`src/rtl/axi_csr_bridge_pkg.sv`:
```
// rtl/axi_csr_bridge_pkg.sv - shared types and constants for the AXI-to-CSR bridge
package axi_csr_bridge_pkg;

  localparam int CsrWordBytes = 4;
  localparam int CsrAddrW     = 16;
  localparam int CsrDataW     = 32;
  localparam int AxiIdW       = 4;

  localparam logic [1:0] AXI_OKAY       = 2'b00;
  localparam logic [1:0] AXI_SLVERR     = 2'b10;
  localparam logic [1:0] AXI_BURST_INCR = 2'b01;

  typedef struct packed {
    logic                valid;
    logic                rd_or_wr;
    logic [CsrAddrW-1:0] addr;
    logic [CsrDataW-1:0] data_in;
  } s_csr_req_t;

  typedef struct packed {
    logic                ready;
    logic                error;
    logic [CsrDataW-1:0] data_out;
  } s_csr_resp_t;

  typedef enum logic [2:0] {
    IDLE,
    WR_DATA,
    WR_REQ,
    WR_RESP,
    RD_REQ,
    RD_WAIT,
    RD_DATA
  } csr_br_st_t;

endpackage

```
`src/rtl/axi_csr_bridge_if.sv`:
```
// rtl/axi_csr_bridge_if.sv - AXI4 AW/W/B/AR/R channel bundle seen by the CSR bridge
interface axi_csr_bridge_if;
  import axi_csr_bridge_pkg::*;

  logic                awvalid;
  logic                awready;
  logic [CsrAddrW-1:0] awaddr;
  logic [AxiIdW-1:0]   awid;
  logic [7:0]          awlen;

  logic                wvalid;
  logic                wready;
  logic [CsrDataW-1:0] wdata;
  logic [3:0]          wstrb;
  logic                wlast;

  logic                bvalid;
  logic                bready;
  logic [1:0]          bresp;
  logic [AxiIdW-1:0]   bid;

  logic                arvalid;
  logic                arready;
  logic [CsrAddrW-1:0] araddr;
  logic [AxiIdW-1:0]   arid;
  logic [7:0]          arlen;
  logic [1:0]          arburst;

  logic                rvalid;
  logic                rready;
  logic [CsrDataW-1:0] rdata;
  logic [1:0]          rresp;
  logic [AxiIdW-1:0]   rid;
  logic                rlast;

  modport slave (
    input  awvalid, awaddr, awid, awlen,
    input  wvalid, wdata, wstrb, wlast,
    input  bready,
    input  arvalid, araddr, arid, arlen, arburst,
    input  rready,
    output awready, wready, bvalid, bresp, bid,
    output arready, rvalid, rdata, rresp, rid, rlast
  );

  modport master (
    output awvalid, awaddr, awid, awlen,
    output wvalid, wdata, wstrb, wlast,
    output bready,
    output arvalid, araddr, arid, arlen, arburst,
    output rready,
    input  awready, wready, bvalid, bresp, bid,
    input  arready, rvalid, rdata, rresp, rid, rlast
  );

endinterface

```
`src/rtl/axi_csr_bridge.sv`:
```
// rtl/axi_csr_bridge.sv - AXI4 slave turning AW/W/AR bursts into single-cycle CSR accesses.
// Define CSR_BRIDGE_STRB_CHK_EN to reject partial-strobe writes with SLVERR.
module axi_csr_bridge
  import axi_csr_bridge_pkg::*;
#(
  parameter int MAX_RD_BEATS = 16
) (
  input  logic            clk_axi,
  input  logic            arst_axi,
  axi_csr_bridge_if.slave axi,
  output s_csr_req_t      csr_req_o,
  input  s_csr_resp_t     csr_resp_i,
  output logic            busy_o
);

  csr_br_st_t          r_state;
  csr_br_st_t          w_next;

  logic                r_rr_last_rd;
  logic [CsrAddrW-1:0] r_addr;
  logic [AxiIdW-1:0]   r_id;
  logic [7:0]          r_len;
  logic [7:0]          r_beat;
  logic                r_bad;
  logic [CsrDataW-1:0] r_wdata;
  logic [CsrDataW-1:0] r_rdata;
  logic [1:0]          r_bresp;
  logic [1:0]          r_rresp;

  logic                w_grant_wr;
  logic                w_grant_rd;
  logic                w_aw_bad;
  logic                w_ar_bad;
  logic                w_strb_bad;
  logic                w_w_last;
  logic                w_rlast;
  logic [CsrAddrW-1:0] w_beat_addr;

  // With both sides requesting, the side that did not win last time goes first.
  assign w_grant_wr = axi.awvalid & (~axi.arvalid | r_rr_last_rd);
  assign w_grant_rd = axi.arvalid & ~w_grant_wr;

  assign w_aw_bad = (axi.awlen != 8'd0) | (axi.awaddr[1:0] != 2'b00);
  assign w_ar_bad = ((int'(axi.arlen) + 1) > MAX_RD_BEATS)
                  | (axi.arburst != AXI_BURST_INCR)
                  | (axi.araddr[1:0] != 2'b00);

`ifdef CSR_BRIDGE_STRB_CHK_EN
  assign w_strb_bad = (axi.wstrb != 4'hF);
`else
  assign w_strb_bad = 1'b0;
`endif

  assign w_w_last    = axi.wvalid & axi.wlast;
  assign w_rlast     = (r_beat == r_len);
  assign w_beat_addr = r_addr + {6'd0, r_beat, 2'b00};

  assign axi.bresp = r_bresp;
  assign axi.bid   = r_id;
  assign axi.rdata = r_rdata;
  assign axi.rresp = r_rresp;
  assign axi.rid   = r_id;
  assign axi.rlast = (r_state == RD_DATA) & w_rlast;
  assign busy_o    = (r_state != IDLE);

  always_ff @(posedge clk_axi or posedge arst_axi) begin
    if (arst_axi) begin
      r_state <= IDLE;
    end else begin
      r_state <= w_next;
    end
  end

  always_comb begin
    w_next        = r_state;
    axi.awready   = 1'b0;
    axi.wready    = 1'b0;
    axi.bvalid    = 1'b0;
    axi.arready   = 1'b0;
    axi.rvalid    = 1'b0;
    csr_req_o     = '0;
    case (r_state)
      IDLE: begin
        axi.awready = w_grant_wr;
        axi.arready = w_grant_rd;
        if (w_grant_wr) begin
          w_next = WR_DATA;
        end else if (w_grant_rd) begin
          w_next = w_ar_bad ? RD_DATA : RD_REQ;
        end
      end
      WR_DATA: begin
        axi.wready = 1'b1;
        if (w_w_last) begin
          w_next = (r_bad | w_strb_bad) ? WR_RESP : WR_REQ;
        end
      end
      WR_REQ: begin
        csr_req_o.valid    = 1'b1;
        csr_req_o.rd_or_wr = 1'b1;
        csr_req_o.addr     = r_addr;
        csr_req_o.data_in  = r_wdata;
        if (csr_resp_i.ready) begin
          w_next = WR_RESP;
        end
      end
      WR_RESP: begin
        axi.bvalid = 1'b1;
        if (axi.bready) begin
          w_next = IDLE;
        end
      end
      RD_REQ: begin
        csr_req_o.valid    = 1'b1;
        csr_req_o.rd_or_wr = 1'b0;
        csr_req_o.addr     = w_beat_addr;
        if (csr_resp_i.ready) begin
          w_next = RD_WAIT;
        end
      end
      RD_WAIT: begin
        w_next = RD_DATA;
      end
      RD_DATA: begin
        axi.rvalid = 1'b1;
        if (axi.rready) begin
          if (w_rlast) begin
            w_next = IDLE;
          end else begin
            w_next = r_bad ? RD_DATA : RD_REQ;
          end
        end
      end
      default: begin
        w_next = IDLE;
      end
    endcase
  end

  always_ff @(posedge clk_axi or posedge arst_axi) begin
    if (arst_axi) begin
      r_rr_last_rd <= 1'b1;
      r_addr       <= '0;
      r_id         <= '0;
      r_len        <= '0;
      r_beat       <= '0;
      r_bad        <= 1'b0;
      r_wdata      <= '0;
      r_rdata      <= '0;
      r_bresp      <= AXI_OKAY;
      r_rresp      <= AXI_OKAY;
    end else begin
      case (r_state)
        IDLE: begin
          if (w_grant_wr) begin
            r_rr_last_rd <= 1'b0;
            r_addr       <= axi.awaddr;
            r_id         <= axi.awid;
            r_len        <= axi.awlen;
            r_bad        <= w_aw_bad;
          end else if (w_grant_rd) begin
            r_rr_last_rd <= 1'b1;
            r_addr       <= axi.araddr;
            r_id         <= axi.arid;
            r_len        <= axi.arlen;
            r_beat       <= '0;
            r_bad        <= w_ar_bad;
            r_rdata      <= '0;
            r_rresp      <= w_ar_bad ? AXI_SLVERR : AXI_OKAY;
          end
        end
        WR_DATA: begin
          if (w_w_last) begin
            r_wdata <= axi.wdata;
            if (r_bad | w_strb_bad) begin
              r_bresp <= AXI_SLVERR;
            end
          end
        end
        WR_REQ: begin
          if (csr_resp_i.ready) begin
            r_bresp <= csr_resp_i.error ? AXI_SLVERR : AXI_OKAY;
          end
        end
        RD_WAIT: begin
          // The CSR block registers read data, so it is valid one cycle after the request.
          r_rdata <= csr_resp_i.data_out;
          r_rresp <= csr_resp_i.error ? AXI_SLVERR : AXI_OKAY;
        end
        RD_DATA: begin
          if (axi.rready) begin
            r_beat <= r_beat + 8'd1;
          end
        end
        default: begin
        end
      endcase
    end
  end

endmodule

```
`src/flat_wrapper.sv`:
```
// flat-port wrapper written by rule: the top's interface ports become plain ports
module axi_csr_bridge_flat import axi_csr_bridge_pkg::*;
#(
  parameter int MAX_RD_BEATS = 16
)
  (clk_axi, arst_axi, csr_req_o, csr_resp_i, busy_o, axi_awvalid, axi_awaddr, axi_awid, axi_awlen, axi_wvalid, axi_wdata, axi_wstrb, axi_wlast, axi_bready, axi_arvalid, axi_araddr, axi_arid, axi_arlen, axi_arburst, axi_rready, axi_awready, axi_wready, axi_bvalid, axi_bresp, axi_bid, axi_arready, axi_rvalid, axi_rdata, axi_rresp, axi_rid, axi_rlast);
  axi_csr_bridge_if axi_i ();
  input  logic clk_axi;
  input  logic arst_axi;
  output s_csr_req_t csr_req_o;
  input  s_csr_resp_t csr_resp_i;
  output logic busy_o;
  input wire logic [$bits(axi_i.awvalid)-1:0] axi_awvalid;
  input wire logic [$bits(axi_i.awaddr)-1:0] axi_awaddr;
  input wire logic [$bits(axi_i.awid)-1:0] axi_awid;
  input wire logic [$bits(axi_i.awlen)-1:0] axi_awlen;
  input wire logic [$bits(axi_i.wvalid)-1:0] axi_wvalid;
  input wire logic [$bits(axi_i.wdata)-1:0] axi_wdata;
  input wire logic [$bits(axi_i.wstrb)-1:0] axi_wstrb;
  input wire logic [$bits(axi_i.wlast)-1:0] axi_wlast;
  input wire logic [$bits(axi_i.bready)-1:0] axi_bready;
  input wire logic [$bits(axi_i.arvalid)-1:0] axi_arvalid;
  input wire logic [$bits(axi_i.araddr)-1:0] axi_araddr;
  input wire logic [$bits(axi_i.arid)-1:0] axi_arid;
  input wire logic [$bits(axi_i.arlen)-1:0] axi_arlen;
  input wire logic [$bits(axi_i.arburst)-1:0] axi_arburst;
  input wire logic [$bits(axi_i.rready)-1:0] axi_rready;
  output wire logic [$bits(axi_i.awready)-1:0] axi_awready;
  output wire logic [$bits(axi_i.wready)-1:0] axi_wready;
  output wire logic [$bits(axi_i.bvalid)-1:0] axi_bvalid;
  output wire logic [$bits(axi_i.bresp)-1:0] axi_bresp;
  output wire logic [$bits(axi_i.bid)-1:0] axi_bid;
  output wire logic [$bits(axi_i.arready)-1:0] axi_arready;
  output wire logic [$bits(axi_i.rvalid)-1:0] axi_rvalid;
  output wire logic [$bits(axi_i.rdata)-1:0] axi_rdata;
  output wire logic [$bits(axi_i.rresp)-1:0] axi_rresp;
  output wire logic [$bits(axi_i.rid)-1:0] axi_rid;
  output wire logic [$bits(axi_i.rlast)-1:0] axi_rlast;
  assign axi_i.awvalid = axi_awvalid;
  assign axi_i.awaddr = axi_awaddr;
  assign axi_i.awid = axi_awid;
  assign axi_i.awlen = axi_awlen;
  assign axi_i.wvalid = axi_wvalid;
  assign axi_i.wdata = axi_wdata;
  assign axi_i.wstrb = axi_wstrb;
  assign axi_i.wlast = axi_wlast;
  assign axi_i.bready = axi_bready;
  assign axi_i.arvalid = axi_arvalid;
  assign axi_i.araddr = axi_araddr;
  assign axi_i.arid = axi_arid;
  assign axi_i.arlen = axi_arlen;
  assign axi_i.arburst = axi_arburst;
  assign axi_i.rready = axi_rready;
  assign axi_awready = axi_i.awready;
  assign axi_wready = axi_i.wready;
  assign axi_bvalid = axi_i.bvalid;
  assign axi_bresp = axi_i.bresp;
  assign axi_bid = axi_i.bid;
  assign axi_arready = axi_i.arready;
  assign axi_rvalid = axi_i.rvalid;
  assign axi_rdata = axi_i.rdata;
  assign axi_rresp = axi_i.rresp;
  assign axi_rid = axi_i.rid;
  assign axi_rlast = axi_i.rlast;
  axi_csr_bridge #(.MAX_RD_BEATS(MAX_RD_BEATS)) u_core (.clk_axi(clk_axi), .arst_axi(arst_axi), .axi(axi_i), .csr_req_o(csr_req_o), .csr_resp_i(csr_resp_i), .busy_o(busy_o));
endmodule
```
`config.mk`:
```
export PLATFORM = sky130hd
export DESIGN_NAME = axi_csr_bridge_flat
export DESIGN_NICKNAME = d
export VERILOG_FILES = /design/src/rtl/axi_csr_bridge_pkg.sv /design/src/rtl/axi_csr_bridge_if.sv /design/src/rtl/axi_csr_bridge.sv /design/src/flat_wrapper.sv
export SDC_FILE = /design/constraint.sdc
export NUM_CORES = 1
export LEC_CHECK = 0
export CORE_ASPECT_RATIO = 2
export CORE_UTILIZATION = 40
export DETAILED_ROUTE_END_ITERATION = 6
export PLACE_DENSITY = 0.8
export RECOVER_POWER = 25
export SLEW_MARGIN = 5
export SYNTH_ARGS = -nofsm -noshare
export SYNTH_HDL_FRONTEND = slang
export SYNTH_SLANG_ARGS = --single-unit
export TNS_END_PERCENT = 20
```
`constraint.sdc`:
```
create_clock -name clk_axi -period 4.82 [get_ports clk_axi]
set_clock_uncertainty 0.2 [all_clocks]
set_input_delay 0.964 -clock clk_axi [delete_from_list [all_inputs] [get_ports clk_axi]]
set_output_delay 0.964 -clock clk_axi [all_outputs]
set_load 0.01 [all_outputs]
```
After elaboration in Yosys (flattened, before gate mapping)

Cells that the tools add are included.

Bits of input ports: 136
Output and inout port bits: 101
Register bits after elaboration: 109
Logic and storage cells: 102

Equal/unequal tests: 17
Multiplexer cells: 45
Bitwise gates (word level): 10
Reductions and logical operators: 15
$lt $le $gt $ge: 1
Add/subtract/negate cells: 3

Operator list:

| kind                                                            | number |
|---|---|
| 2-to-1 mux 32 bit                                               | 3 |
| case mux 32 bit (2 select lines)                                | 1 |
| 2-to-1 mux 8 bit                                                | 5 |
| case mux 18 bit (2 select lines)                                | 1 |
| greater-than comparator 32 x 6 -> 1 bit (second input constant) | 1 |
| 2-to-1 mux 16 bit                                               | 2 |
| 2-to-1 mux 3 bit                                                | 8 |
| case mux 3 bit (7 select lines)                                 | 1 |
| 2-to-1 mux 2 bit                                                | 9 |
| adder 16 x 10 -> 16 bit                                         | 1 |
| case mux 8 bit (2 select lines)                                 | 1 |
| nonzero test 2 bit                                              | 6 |
| 2-to-1 mux 1 bit                                                | 10 |
| != test 2 bit (second input constant)                           | 5 |
| adder 8 x 1 -> 9 bit (second input constant)                    | 1 |
| equality test 3 bit (second input constant)                     | 3 |
| adder 8 x 1 -> 8 bit (second input constant)                    | 1 |
| equality test 8 bit                                             | 1 |
| 2-to-1 mux 4 bit                                                | 2 |
| != test 2 x 1 -> 1 bit (second input constant)                  | 4 |
| case mux 2 bit (2 select lines)                                 | 2 |
| AND reduction 4 bit                                             | 2 |
| nonzero test 8 bit                                              | 1 |
| equality test 3 x 2 -> 1 bit (second input constant)            | 2 |
| other kinds (10)                                                | 18 |

Depth between registers and ports, before layout

Gate-level depths: netlist of run 1.

Word-level depth: 8
Depth in mapped cells: 9
Mapped depth without buffers: 8

Least setup slack after synthesis of run 1

No wires, ideal clock.

Path type: register to output
Start point: register u_core.r_beat[0]
End point: output port csr_req_o[44] (netlist bit)
Data required time: 3656 ps
Stages on the path, launching flop included: 9
Slack: 1649 ps
Data arrival time: 2007 ps
Cell sequence: dfrtp_1 > ha_1 > fa_1 > a21oi_1 > o21ai_0 > o22ai_1 > nor2_1 > xnor2_1 > o21ai_0

RTL lines:

| element                  | RTL line              | source |
|---|---|---|
| start: declaration       | axi_csr_bridge.sv:23  | `logic [7:0] r_beat;` |
| start signal: assignment | axi_csr_bridge.sv:192 | `r_beat <= r_beat + 8'd1;` |
| end: declaration         | flat_wrapper.sv:10    | `output s_csr_req_t csr_req_o;` |

==> impl_metrics.prom, run 1 <==
# TYPE chip_impl_metric gauge
chip_impl_metric{name="powerDensity",unit="nW/um^2"} 496
chip_impl_metric{name="final-setup-viol-count",unit=""} 0
chip_impl_metric{name="largest_net_degree_at_the_start_of_global_routing",unit=""} 78
chip_impl_metric{name="sw_frac_of_total",unit="%"} 36.8
chip_impl_metric{name="antenna_found_initial",unit=""} 1
chip_impl_metric{name="grtUsageMet3",unit="%"} 3.85
chip_impl_metric{name="hold_buffer_count_at_cts",unit=""} 0
chip_impl_metric{name="drive_above_1_share",unit="%"} 8.72
chip_impl_metric{name="cts_sinks",unit=""} 107
chip_impl_metric{name="maximum_fanout_count_along_the_critical_path",unit=""} 5
chip_impl_metric{name="fin_crit_sh",unit="%"} 90.7
chip_impl_info{name="yosys-top-cells-area",value="sky130_fd_sc_hd__dfrtp_1 47%, sky130_fd_sc_hd__nand2_1 7.9%, sky130_fd_sc_hd__o21ai_0 6.7%"} 1
chip_impl_metric{name="starting_density",unit="%"} 41.3
chip_impl_metric{name="detail_route.drc_violations",unit=""} 0
chip_impl_metric{name="detail_route.first_pass.iterations",unit=""} 4
chip_impl_metric{name="drv.max_cap_violation_count",unit=""} 1
chip_impl_metric{name="synth_compound_area_share",unit="%"} 11.6
chip_impl_metric{name="final_util",unit="%"} 61.0
chip_impl_metric{name="synth_cell_type_count",unit=""} 58
chip_impl_metric{name="antenna_left",unit=""} 0
chip_impl_metric{name="area.growth.synth_to_final",unit="%"} 47.5
chip_impl_metric{name="die_width",unit="microns"} 85.6
chip_impl_metric{name="avgSynthCellArea",unit="sq um"} 9.70
chip_impl_metric{name="port_buffers",unit=""} 230
chip_impl_metric{name="critical_path_required",unit="ns"} 3.66
chip_impl_metric{name="grt_util_met2",unit="%"} 41.6
chip_impl_metric{name="count_of_instances_resized_after_the_clock_tree_is_built",unit=""} 0
chip_impl_metric{name="total_power",unit="mW"} 4.09
chip_impl_info{name="terminating_pin_of_the_worst_hold_path",value="u_core.r_wdata[13]"} 1
chip_impl_metric{name="drt-total-wl",unit="mm"} 16.1
chip_impl_metric{name="max_vdd_drop",unit="mV"} 0.328
chip_impl_metric{name="seq_power_share",unit="%"} 38.9
chip_impl_info{name="status",value="finished with violations"} 1
chip_impl_metric{name="synth.ff_latch_count",unit=""} 107
chip_impl_metric{name="fraction_of_synthesized_area_in_multiplexers",unit="%"} 11.8
chip_impl_metric{name="global_route.usage.met1",unit="%"} 22.5
chip_impl_info{name="critical_path.reg2reg.startpoint",value="u_core.r_state[2]"} 1
chip_impl_metric{name="viasPerCell",unit=""} 5.21
chip_impl_metric{name="ctsLongestPathBuffers",unit=""} 2
chip_impl_metric{name="via_count",unit=""} 4932
chip_impl_metric{name="combinational_share_of_power",unit="%"} 43.9
chip_impl_metric{name="numCtsBuffers",unit=""} 9
chip_impl_metric{name="totalNegativeSetupSlack",unit="ns"} 0
chip_impl_metric{name="yosys.area_share.simple",unit="%"} 18.7
chip_impl_metric{name="worst_r2r_path_depth",unit=""} 3
chip_impl_info{name="grt_setup_unrepaired",value="no"} 1
chip_impl_info{name="worstHoldPathType",value="flop to flop"} 1
chip_impl_metric{name="drt-initial-drc-count",unit=""} 201
chip_impl_metric{name="cell_internal_pwr",unit="mW"} 2.58
chip_impl_metric{name="dieArea",unit="sq um"} 14500
chip_impl_metric{name="cp.arrival",unit="ns"} 3.21
chip_impl_metric{name="cts.clk_slew.worst_paths",unit="ns"} 0.07
chip_impl_info{name="worst_hold_startpoint",value="u_core.r_wdata[13]"} 1
chip_impl_metric{name="first_pass_grt_wire_length",unit="mm"} 24.9
chip_impl_info{name="critPathCaptureType",value="primary output"} 1
chip_impl_metric{name="synth-edff-count",unit=""} 0
chip_impl_metric{name="clock_insertion_delay_worst_skew",unit="ns"} 0.35
chip_impl_metric{name="synthArstFlopShare",unit="%"} 100
chip_impl_metric{name="ys.warnings.count",unit=""} 0
chip_impl_metric{name="final_net_count",unit=""} 933
chip_impl_metric{name="detailedPlacementHpwl",unit="mm"} 12.4
chip_impl_metric{name="area_of_combinational_cells_with_multiple_inputs",unit="sq um"} 2700
chip_impl_metric{name="syn-cell-area",unit="sq um"} 5590
chip_impl_info{name="timing.critical_path.max_delay_family",value="compound AO/OA/AOI/OAI gates"} 1
chip_impl_info{name="netlist_top_cells_count",value="117 x sky130_fd_sc_hd__nand2_1, 106 x sky130_fd_sc_hd__dfrtp_1, 75 x sky130_fd_sc_hd__o21ai_0, 35 x sky130_fd_sc_hd__and2_1, 32 x sky130_fd_sc_hd__mux2_2"} 1
chip_impl_metric{name="cts_max_level",unit=""} 3
chip_impl_metric{name="clockPowerShare",unit="%"} 17.1
chip_impl_metric{name="fillers",unit=""} 1144
chip_impl_metric{name="final_max_slew_violation_count",unit=""} 78
chip_impl_info{name="worst_setup_path_category",value="flop to primary output"} 1
chip_impl_info{name="crit_path_top_delay_cell",value="sky130_fd_sc_hd__clkdlybuf4s50_1"} 1
chip_impl_info{name="cells_along_the_critical_path",value="ha_1 -> fa_1 -> a21oi_1 -> o21ai_0 -> o22ai_1 -> nor2_1 -> xnor2_1 -> o21ai_0 -> clkdlybuf4s50_1"} 1
chip_impl_metric{name="cts_setup_buffers",unit=""} 0
chip_impl_metric{name="globalRouteTotalUtil",unit="%"} 22.2
chip_impl_metric{name="grt_pass1_vias",unit=""} 5060
chip_impl_info{name="yosys.cell_count.top_type",value="sky130_fd_sc_hd__nand2_1"} 1
chip_impl_metric{name="drt-wirelength-per-cell",unit="microns"} 17.0
chip_impl_metric{name="placement_rows",unit=""} 60
chip_impl_info{name="critPathLaunchType",value="flop"} 1
chip_impl_metric{name="synth_sequential_area_ratio",unit="%"} 48.0
chip_impl_metric{name="timing.hold.worst_path_depth",unit=""} 1
chip_impl_metric{name="net-switching-power",unit="mW"} 1.51
chip_impl_metric{name="global_route.overflow_total",unit=""} 0
chip_impl_metric{name="yosys.area_share.xor_xnor",unit="%"} 3.14
chip_impl_metric{name="syn_inst",unit=""} 576
chip_impl_metric{name="max_clock_freq",unit="GHz"} 0.229
chip_impl_info{name="grt_most_used_layer",value="met2"} 1
chip_impl_metric{name="boundaryPins",unit=""} 237
chip_impl_metric{name="worst_reg_to_reg_setup_slack",unit="ns"} 2.33
chip_impl_info{name="critPathMostFrequentCell",value="sky130_fd_sc_hd__o21ai_0"} 1
chip_impl_metric{name="worst_pin_slew",unit="ns"} 2.90
chip_impl_metric{name="post_synth_fa_ha_maj_area_fraction",unit="%"} 2.37
chip_impl_metric{name="crit_path_max_incr_delay",unit="ns"} 0.58
chip_impl_metric{name="p_leak",unit="nW"} 3.59
chip_impl_info{name="cts_tree",value="built"} 1
chip_impl_info{name="postSynth.topFlopCell",value="sky130_fd_sc_hd__dfrtp_1"} 1
chip_impl_info{name="synth.largest_area_cell",value="sky130_fd_sc_hd__dfrtp_1"} 1
chip_impl_metric{name="floorplan.core_area",unit="sq um"} 13500
chip_impl_info{name="synth_top_family_by_area",value="simple AND/OR/NAND/NOR gates"} 1
chip_impl_metric{name="globalplace.congestion",unit=""} 0.836
chip_impl_info{name="worstReg2RegEnd",value="u_core.axi.rdata[9]"} 1
chip_impl_metric{name="final-seq-area",unit="sq um"} 2680
chip_impl_metric{name="post_synth_top_area_share",unit="%"} 47.5
chip_impl_metric{name="final_hold_viol_count",unit=""} 0
chip_impl_metric{name="chipHeight",unit="microns"} 169
chip_impl_metric{name="post-route-min-period",unit="ns"} 4.37
chip_impl_info{name="clock_root_buffer",value="sky130_fd_sc_hd__clkbuf_16"} 1
chip_impl_metric{name="max_slew_margin",unit="%"} -93.5
chip_impl_metric{name="crit_buf_inv",unit=""} 1
chip_impl_info{name="violations_in_the_final_reports",value="max-capacitance violations, max-slew violations"} 1
==> cell type report <==
| type | count | area share (%) |
|---|---|---|
| timing repair buffer | 238 | 28.6 |
| tap | 155 | 2.35 |
| inverter | 9 | 0.425 |
| clock buffer | 9 | 2.73 |
| antenna | 1 | 0.0304 |
| multi-input combinational | 422 | 32.7 |
| sequential | 107 | 32.5 |
| clock inverter | 6 | 0.592 |
==> placed cells by master, fill, tap and decap left out, drive strengths merged, types with 3 or more instances in the layout <==
| cell | instances |
|---|---|
| mux2i | 30 |
| nor2 | 20 |
| nor2b | 3 |
| clkdlybuf4s50 | 228 |
| nor3 | 3 |
| and2 | 35 |
| nand3 | 8 |
| ha | 9 |
| nand2 | 118 |
| a21oi | 10 |
| buf | 7 |
| clkbuf | 10 |
| or4 | 3 |
| mux2 | 32 |
| a22o | 3 |
| xor2 | 7 |
| clkinv | 3 |
| nand2b | 3 |
| o21a | 3 |
| nor4 | 5 |
| and3 | 3 |
| nor3b | 3 |
| o21ai | 79 |
| inv | 10 |
| nand4 | 5 |
| a21o | 3 |
| xnor2 | 13 |
| o211ai | 3 |
| dfrtp | 106 |
==> metal layers <==
metal / part of all wire, % / wire length [microns]
met5: 0 / 0
met4: 4.3 / 697
met3: 4.5 / 731
met2: 56 / 9020
met1: 35 / 5650
==> through the flow <==
stage / cell area [sq um] / instances / hold slack [ns] / setup slack (ns)
6_report: 8240 / 947 / 0.298 / 0.448
5_1_grt: 8240 / 947 / 0.314 / 0.181
2_1_floorplan: 5590 / 577 / 0.242 / 0.840
3_3_place_gp: 7970 / 931 / 0.281 / 0.879
3_5_place_dp: 7970 / 931 / 0.288 / 0.835
4_1_cts: 8250 / 946 / 0.303 / 0.434
==> logic make-up after synthesis <==
family,count (synthesis)
multiplexers,62
flip-flops,107
AO/OA/AOI/OAI,113
other,1
adder cells (fa/ha/maj),10
XOR/XNOR,20
AND/OR/NAND/NOR,215
buffers and inverters,48
==> power groups by stage <==
stage | Combinational, mW | Clock (mW) | Sequential (mW)
floorplan | 0.958 | 0 | 1.57
global placement | 1.74 | 0 | 1.57
detailed placement | 1.81 | 0 | 1.60
CTS | 1.82 | 0.715 | 1.59
global route | 1.98 | 0.743 | 1.64
finish | 1.80 | 0.701 | 1.59
==> worst max-delay path by stage <==
stage                     cells past startpoint                end        startpoint  slack, ns
after floorplan                               1  u_core.axi.bid[0]          arst_axi       0.84
final                                         9      csr_req_o[44]  u_core.r_beat[0]       0.45
after global placement                        9      csr_req_o[44]  u_core.r_beat[0]       0.88
after CTS                                     9      csr_req_o[44]  u_core.r_beat[0]       0.43
after global routing                          2   u_core.r_addr[5]          arst_axi       0.18
after detailed placement                      9      csr_req_o[44]  u_core.r_beat[0]       0.83
==> sequential cells by signal (all words and copies together), names as in the netlist <==
signal	cells
u_core.axi.bresp	1
u_core.r_state	3
u_core.axi.bid	4
u_core.r_len	8
u_core.axi.rresp	1
u_core.r_rr_last_rd	1
u_core.r_wdata	32
u_core.r_addr	16
u_core.r_beat	8
u_core.axi.rdata	32
u_core.r_bad	1
Power figures use the tool's default switching activity.
==> inputs of run 2 (changes only) <==
ABC_AREA = 0   (was unset)
CORE_MARGIN = 4   (was unset)
CTS_CLUSTER_DIAMETER = 80   (was unset)
==> impl_metrics.prom, run 2 (synthesized netlist as in run 1, its figures left out) <==
# TYPE chip_impl_metric gauge
chip_impl_info{name="status",value="finished with violations"} 1
chip_impl_info{name="violations_in_the_final_reports",value="max-capacitance violations, max-slew violations"} 1
chip_impl_metric{name="wl_met2",unit="mm"} 9.51
chip_impl_metric{name="combinational_share_of_power",unit="%"} 44.2
chip_impl_metric{name="viasPerCell",unit=""} 5.16
chip_impl_metric{name="cts_setup_buffers",unit=""} 0
chip_impl_metric{name="final_max_slew_violation_count",unit=""} 52
chip_impl_metric{name="fin_crit_sh",unit="%"} 89.5
chip_impl_metric{name="post-route-min-period",unit="ns"} 4.32
chip_impl_info{name="critPathLaunchType",value="flop"} 1
chip_impl_metric{name="count_of_instances_resized_after_the_clock_tree_is_built",unit=""} 0
chip_impl_metric{name="place_inst",unit=""} 960
chip_impl_info{name="grt_setup_unrepaired",value="no"} 1
chip_impl_metric{name="final_hold_viol_count",unit=""} 0
chip_impl_metric{name="drive_above_1_share",unit="%"} 8.99
chip_impl_info{name="cells_along_the_critical_path",value="ha_1 -> fa_1 -> a21oi_1 -> o21ai_0 -> o22ai_1 -> nor3b_1 -> o21bai_1 -> a22o_1 -> clkdlybuf4s50_1"} 1
chip_impl_metric{name="p_leak",unit="nW"} 3.61
chip_impl_info{name="layout_common_cells",value="228 x sky130_fd_sc_hd__clkdlybuf4s50_1, 117 x sky130_fd_sc_hd__nand2_1, 106 x sky130_fd_sc_hd__dfrtp_1"} 1
chip_impl_metric{name="cts_max_level",unit=""} 3
chip_impl_metric{name="totalNegativeSetupSlack",unit="ns"} 0
chip_impl_metric{name="port_buffers",unit=""} 230
chip_impl_metric{name="cts_sinks",unit=""} 107
chip_impl_metric{name="total_power",unit="mW"} 4.13
chip_impl_metric{name="cp.arrival",unit="ns"} 3.15
chip_impl_metric{name="antenna_left",unit=""} 0
chip_impl_metric{name="max_vdd_drop",unit="mV"} 0.319
chip_impl_info{name="worstHoldPathType",value="flop to flop"} 1
chip_impl_metric{name="cell_internal_pwr",unit="mW"} 2.61
chip_impl_metric{name="cts.clk_slew.worst_paths",unit="ns"} 0.07
chip_impl_metric{name="globalRouteTotalUtil",unit="%"} 21.3
chip_impl_metric{name="worst_pin_slew",unit="ns"} 2.36
chip_impl_metric{name="boundaryPins",unit=""} 237
chip_impl_metric{name="largest_net_degree_at_the_start_of_global_routing",unit=""} 60
chip_impl_info{name="commonest_non_fill_non_tap_cell_in_the_layout",value="sky130_fd_sc_hd__clkdlybuf4s50_1"} 1
chip_impl_metric{name="drv.max_cap_violation_count",unit=""} 1
chip_impl_metric{name="final-instance-count-excl-fill",unit=""} 976
chip_impl_metric{name="detailedPlacementHpwl",unit="mm"} 13.4
chip_impl_info{name="cts_tree",value="built"} 1
chip_impl_metric{name="detail_route.first_pass.iterations",unit=""} 5
chip_impl_metric{name="dieArea",unit="sq um"} 16000
chip_impl_metric{name="drt-total-wl",unit="mm"} 17.1
chip_impl_metric{name="clockPowerShare",unit="%"} 17.2
chip_impl_metric{name="placement_rows",unit=""} 60
chip_impl_metric{name="worst_reg_to_reg_setup_slack",unit="ns"} 2.37
chip_impl_metric{name="area.growth.synth_to_final",unit="%"} 49.0
chip_impl_metric{name="final_util",unit="%"} 61.2
chip_impl_info{name="crit_path_top_delay_cell",value="sky130_fd_sc_hd__clkdlybuf4s50_1"} 1
chip_impl_metric{name="final_net_count",unit=""} 932
chip_impl_metric{name="final-setup-viol-count",unit=""} 0
chip_impl_metric{name="ctsLongestPathBuffers",unit=""} 2
chip_impl_metric{name="chipHeight",unit="microns"} 175
chip_impl_metric{name="max_clock_freq",unit="GHz"} 0.232
chip_impl_metric{name="antenna_found_initial",unit=""} 0
chip_impl_metric{name="drt-initial-drc-count",unit=""} 264
chip_impl_metric{name="crit_buf_inv",unit=""} 1
chip_impl_metric{name="crit_path_max_incr_delay",unit="ns"} 0.56
chip_impl_metric{name="floorplan.core_area",unit="sq um"} 13600
chip_impl_metric{name="net-switching-power",unit="mW"} 1.52
chip_impl_metric{name="drt-wirelength-per-cell",unit="microns"} 17.5
chip_impl_metric{name="global_route.overflow_total",unit=""} 0
chip_impl_metric{name="powerDensity",unit="nW/um^2"} 497
chip_impl_metric{name="sw_frac_of_total",unit="%"} 36.9
chip_impl_metric{name="starting_density",unit="%"} 41.1
chip_impl_metric{name="clock_insertion_delay_worst_skew",unit="ns"} 0.34
chip_impl_metric{name="seq_power_share",unit="%"} 38.6
chip_impl_metric{name="route.met3.wl",unit="microns"} 952
chip_impl_info{name="timing.critical_path.max_delay_family",value="compound AO/OA/AOI/OAI gates"} 1
chip_impl_info{name="worst_setup_path_category",value="flop to primary output"} 1
chip_impl_metric{name="via_count",unit=""} 5036
chip_impl_metric{name="max_slew_margin",unit="%"} -58.4
chip_impl_metric{name="critical_path_required",unit="ns"} 3.66
chip_impl_info{name="clock_root_buffer",value="sky130_fd_sc_hd__clkbuf_16"} 1
chip_impl_metric{name="die_width",unit="microns"} 91.6
chip_impl_metric{name="detail_route.drc_violations",unit=""} 0
chip_impl_info{name="critPathCaptureType",value="primary output"} 1
chip_impl_metric{name="hold_buffer_count_at_cts",unit=""} 0
chip_impl_metric{name="maximum_fanout_count_along_the_critical_path",unit=""} 5
chip_impl_metric{name="first_pass_grt_wire_length",unit="mm"} 27.0
chip_impl_metric{name="globalplace.congestion",unit=""} 0.866
chip_impl_metric{name="numCtsBuffers",unit=""} 9
chip_impl_info{name="top_signal_layer_used",value="met4"} 1
chip_impl_metric{name="grt_pass1_vias",unit=""} 5217
chip_impl_metric{name="antennaDiodeCount",unit=""} 0
chip_impl_metric{name="fillers",unit=""} 1121
chip_impl_metric{name="m1WireLength",unit="mm"} 5.67
==> run 2: area by class of cell <==
class | count | area (sq um) | share of cell area, %
repair buffers | 237 | 2390 | 28.7
multi-input cells | 422 | 2700 | 32.4
clock inverters | 6 | 62.6 | 0.752
clock buffers | 9 | 225 | 2.71
inverters | 9 | 36.3 | 0.436
well taps | 186 | 233 | 2.80
flip-flops and latches | 107 | 2680 | 32.2
==> run 2: routing by layer <==
| layer | up-vias | global-route usage [%] |
|---|---|---|
| li1 | 2389 | - |
| met1 | 2404 | 21.5 |
| met2 | 188 | 39.4 |
| met3 | 55 | 4.44 |
| met4 | 0 | 12.1 |
| met5 | - | 0 |
==> run 2: power by group through the flow <==
stage          Sequential [mW]  Combinational (mW)  Clock, mW
3_3_place_gp              1.57                1.75          0
4_1_cts                   1.59                1.83      0.728
5_1_grt                   1.65                2.01      0.762
6_report                  1.59                1.83      0.711
2_1_floorplan             1.57               0.958          0
3_5_place_dp              1.61                1.82          0
==> run 2: worst reg2reg max path: cells and delay by family (launching register included) <==
kind | cells | cell delay [ns]
AND/OR/NAND/NOR | 1 | 1.14
flip-flops | 1 | 0.71
AO/OA/AOI/OAI | 1 | 0.24
==> run 2: path summary, 6_finish.rpt <==
check,startpoint,to,cells after the start
worst max-delay path,u_core.r_beat[0],csr_req_o[46],9
worst min-delay path,u_core.r_wdata[8],u_core.r_wdata[8],1
worst max register to register,u_core.r_state[2],u_core.axi.rresp[1],2
worst min register to register,u_core.r_wdata[8],u_core.r_wdata[8],1
max in group asynchronous,arst_axi,u_core.r_rr_last_rd,3
min in group asynchronous,arst_axi,u_core.axi.rdata[4],2
==> run 2: through the flow <==
step                hold slack (ns)  instance area (sq um)  setup slack (ns)
floorplan                     0.242                   5590             0.840
global placement              0.280                   8010             0.886
detailed placement            0.286                   8010             0.880
CTS                           0.303                   8300             0.499
global route                  0.311                   8320             0.315
finish                        0.298                   8320             0.504
==> RTL edit (settings of run 2) <==
Change the package constant `CsrDataW` from 32 to 64.
--- a/src/rtl/axi_csr_bridge_pkg.sv
+++ b/src/rtl/axi_csr_bridge_pkg.sv
@@ -3,7 +3,7 @@
 
   localparam int CsrWordBytes = 4;
   localparam int CsrAddrW     = 16;
-  localparam int CsrDataW     = 32;
+  localparam int CsrDataW     = 64;
   localparam int AxiIdW       = 4;
 
   localparam logic [1:0] AXI_OKAY       = 2'b00;
Ports: changed (resized axi_rdata, axi_wdata, csr_req_o and csr_resp_i); port bits go from 237 to 365. The function was not compared with the original's and may differ.
==> RTL edit against run 2 <==
Cell count grew 47%. Worst setup slack improved by 0.022 ns. The run still ends with capacitance limit, slew limit left. Sequential cell count up 64. Critical endpoint is now csr_req_o[78]. Wire length grew 50%. Combinational power up 57%. Total power increased by 65%. Synthesized area rose by 49%. Design area increased by 52%.
==> RTL edit: results (changes against run 2) <==
metric,value,unit,change
Post-DP HPWL,18.9,mm,+41%
Pleak,5.47,nW,+52%
XOR/XNOR share of the synthesized area,1.90,%,-1.2 points
clock buffers,22,,+13
bufs w/o clock,365,,+54%
multi-input gates,594,,+41%
FFs & Latches,171,,+60%
sequential cell area share,33.8,%,+1.6 points
row cnt,74,,+23%
peak supply drop,0.000335,V,+4.8%
H-Tree Level Count,4,,+1
violated checks,"capacitance limit, slew limit",,
routed wire length,25.5,mm,+50%
hold_sp,u_core.r_addr[1]$_DFFE_PP0P_,,
Multi-input gate area,3750,um2,+39%
max-slew violation count,172,,+230%
outcome,finished with violations,,
Yosys cell types,56,,-3.4%
Compound-Gate Fraction of Synth Area,10.8,%,-0.72 points
fraction of layout cells with a size suffix above 1,9.49,%,+0.50 points
MaxCap Viol Count,1,,unchanged
signal buffers share of area,28.8,%,+0.096 points
sequential share of the synthesized area,51.5,%,+3.5 points
Setup crit end,csr_req_o[78],,
GR Util met3,6.65,%,+2.2 points
-- RTL edit: cell types whose count changed after synthesis, sizes merged, moves of 6 or more --
cell | run 2 | this run
o21ai | 79 | 109
clkbuf | 16 | 29
buf | 23 | 29
and2 | 35 | 71
nand2 | 118 | 180
mux2 | 32 | 64
xor2 | 7 | 16
dfrtp | 106 | 170
xnor2 | 13 | 2
-- RTL edit: per-stage QoR --
stage | power (mW) | hold slack (ns) | cells | area [um2] | utilization (%)
2_1_floorplan | 3.95 | 0.242 | 831 | 8320 | -
3_3_place_gp | 5.33 | 0.258 | 1404 | 12100 | 58.9
3_5_place_dp | 5.42 | 0.277 | 1404 | 12100 | 58.9
4_1_cts | 6.91 | 0.290 | 1436 | 12700 | 62.0
5_1_grt | 7.31 | 0.307 | 1436 | 12700 | 61.9
6_report | 6.84 | 0.291 | 1436 | 12700 | 61.9
-- RTL edit: power breakdown --
group          total (mW)  internal (mW)  switching, mW
registers            2.50           2.08          0.420
logic                2.88           1.55           1.33
clock network        1.46          0.896          0.561
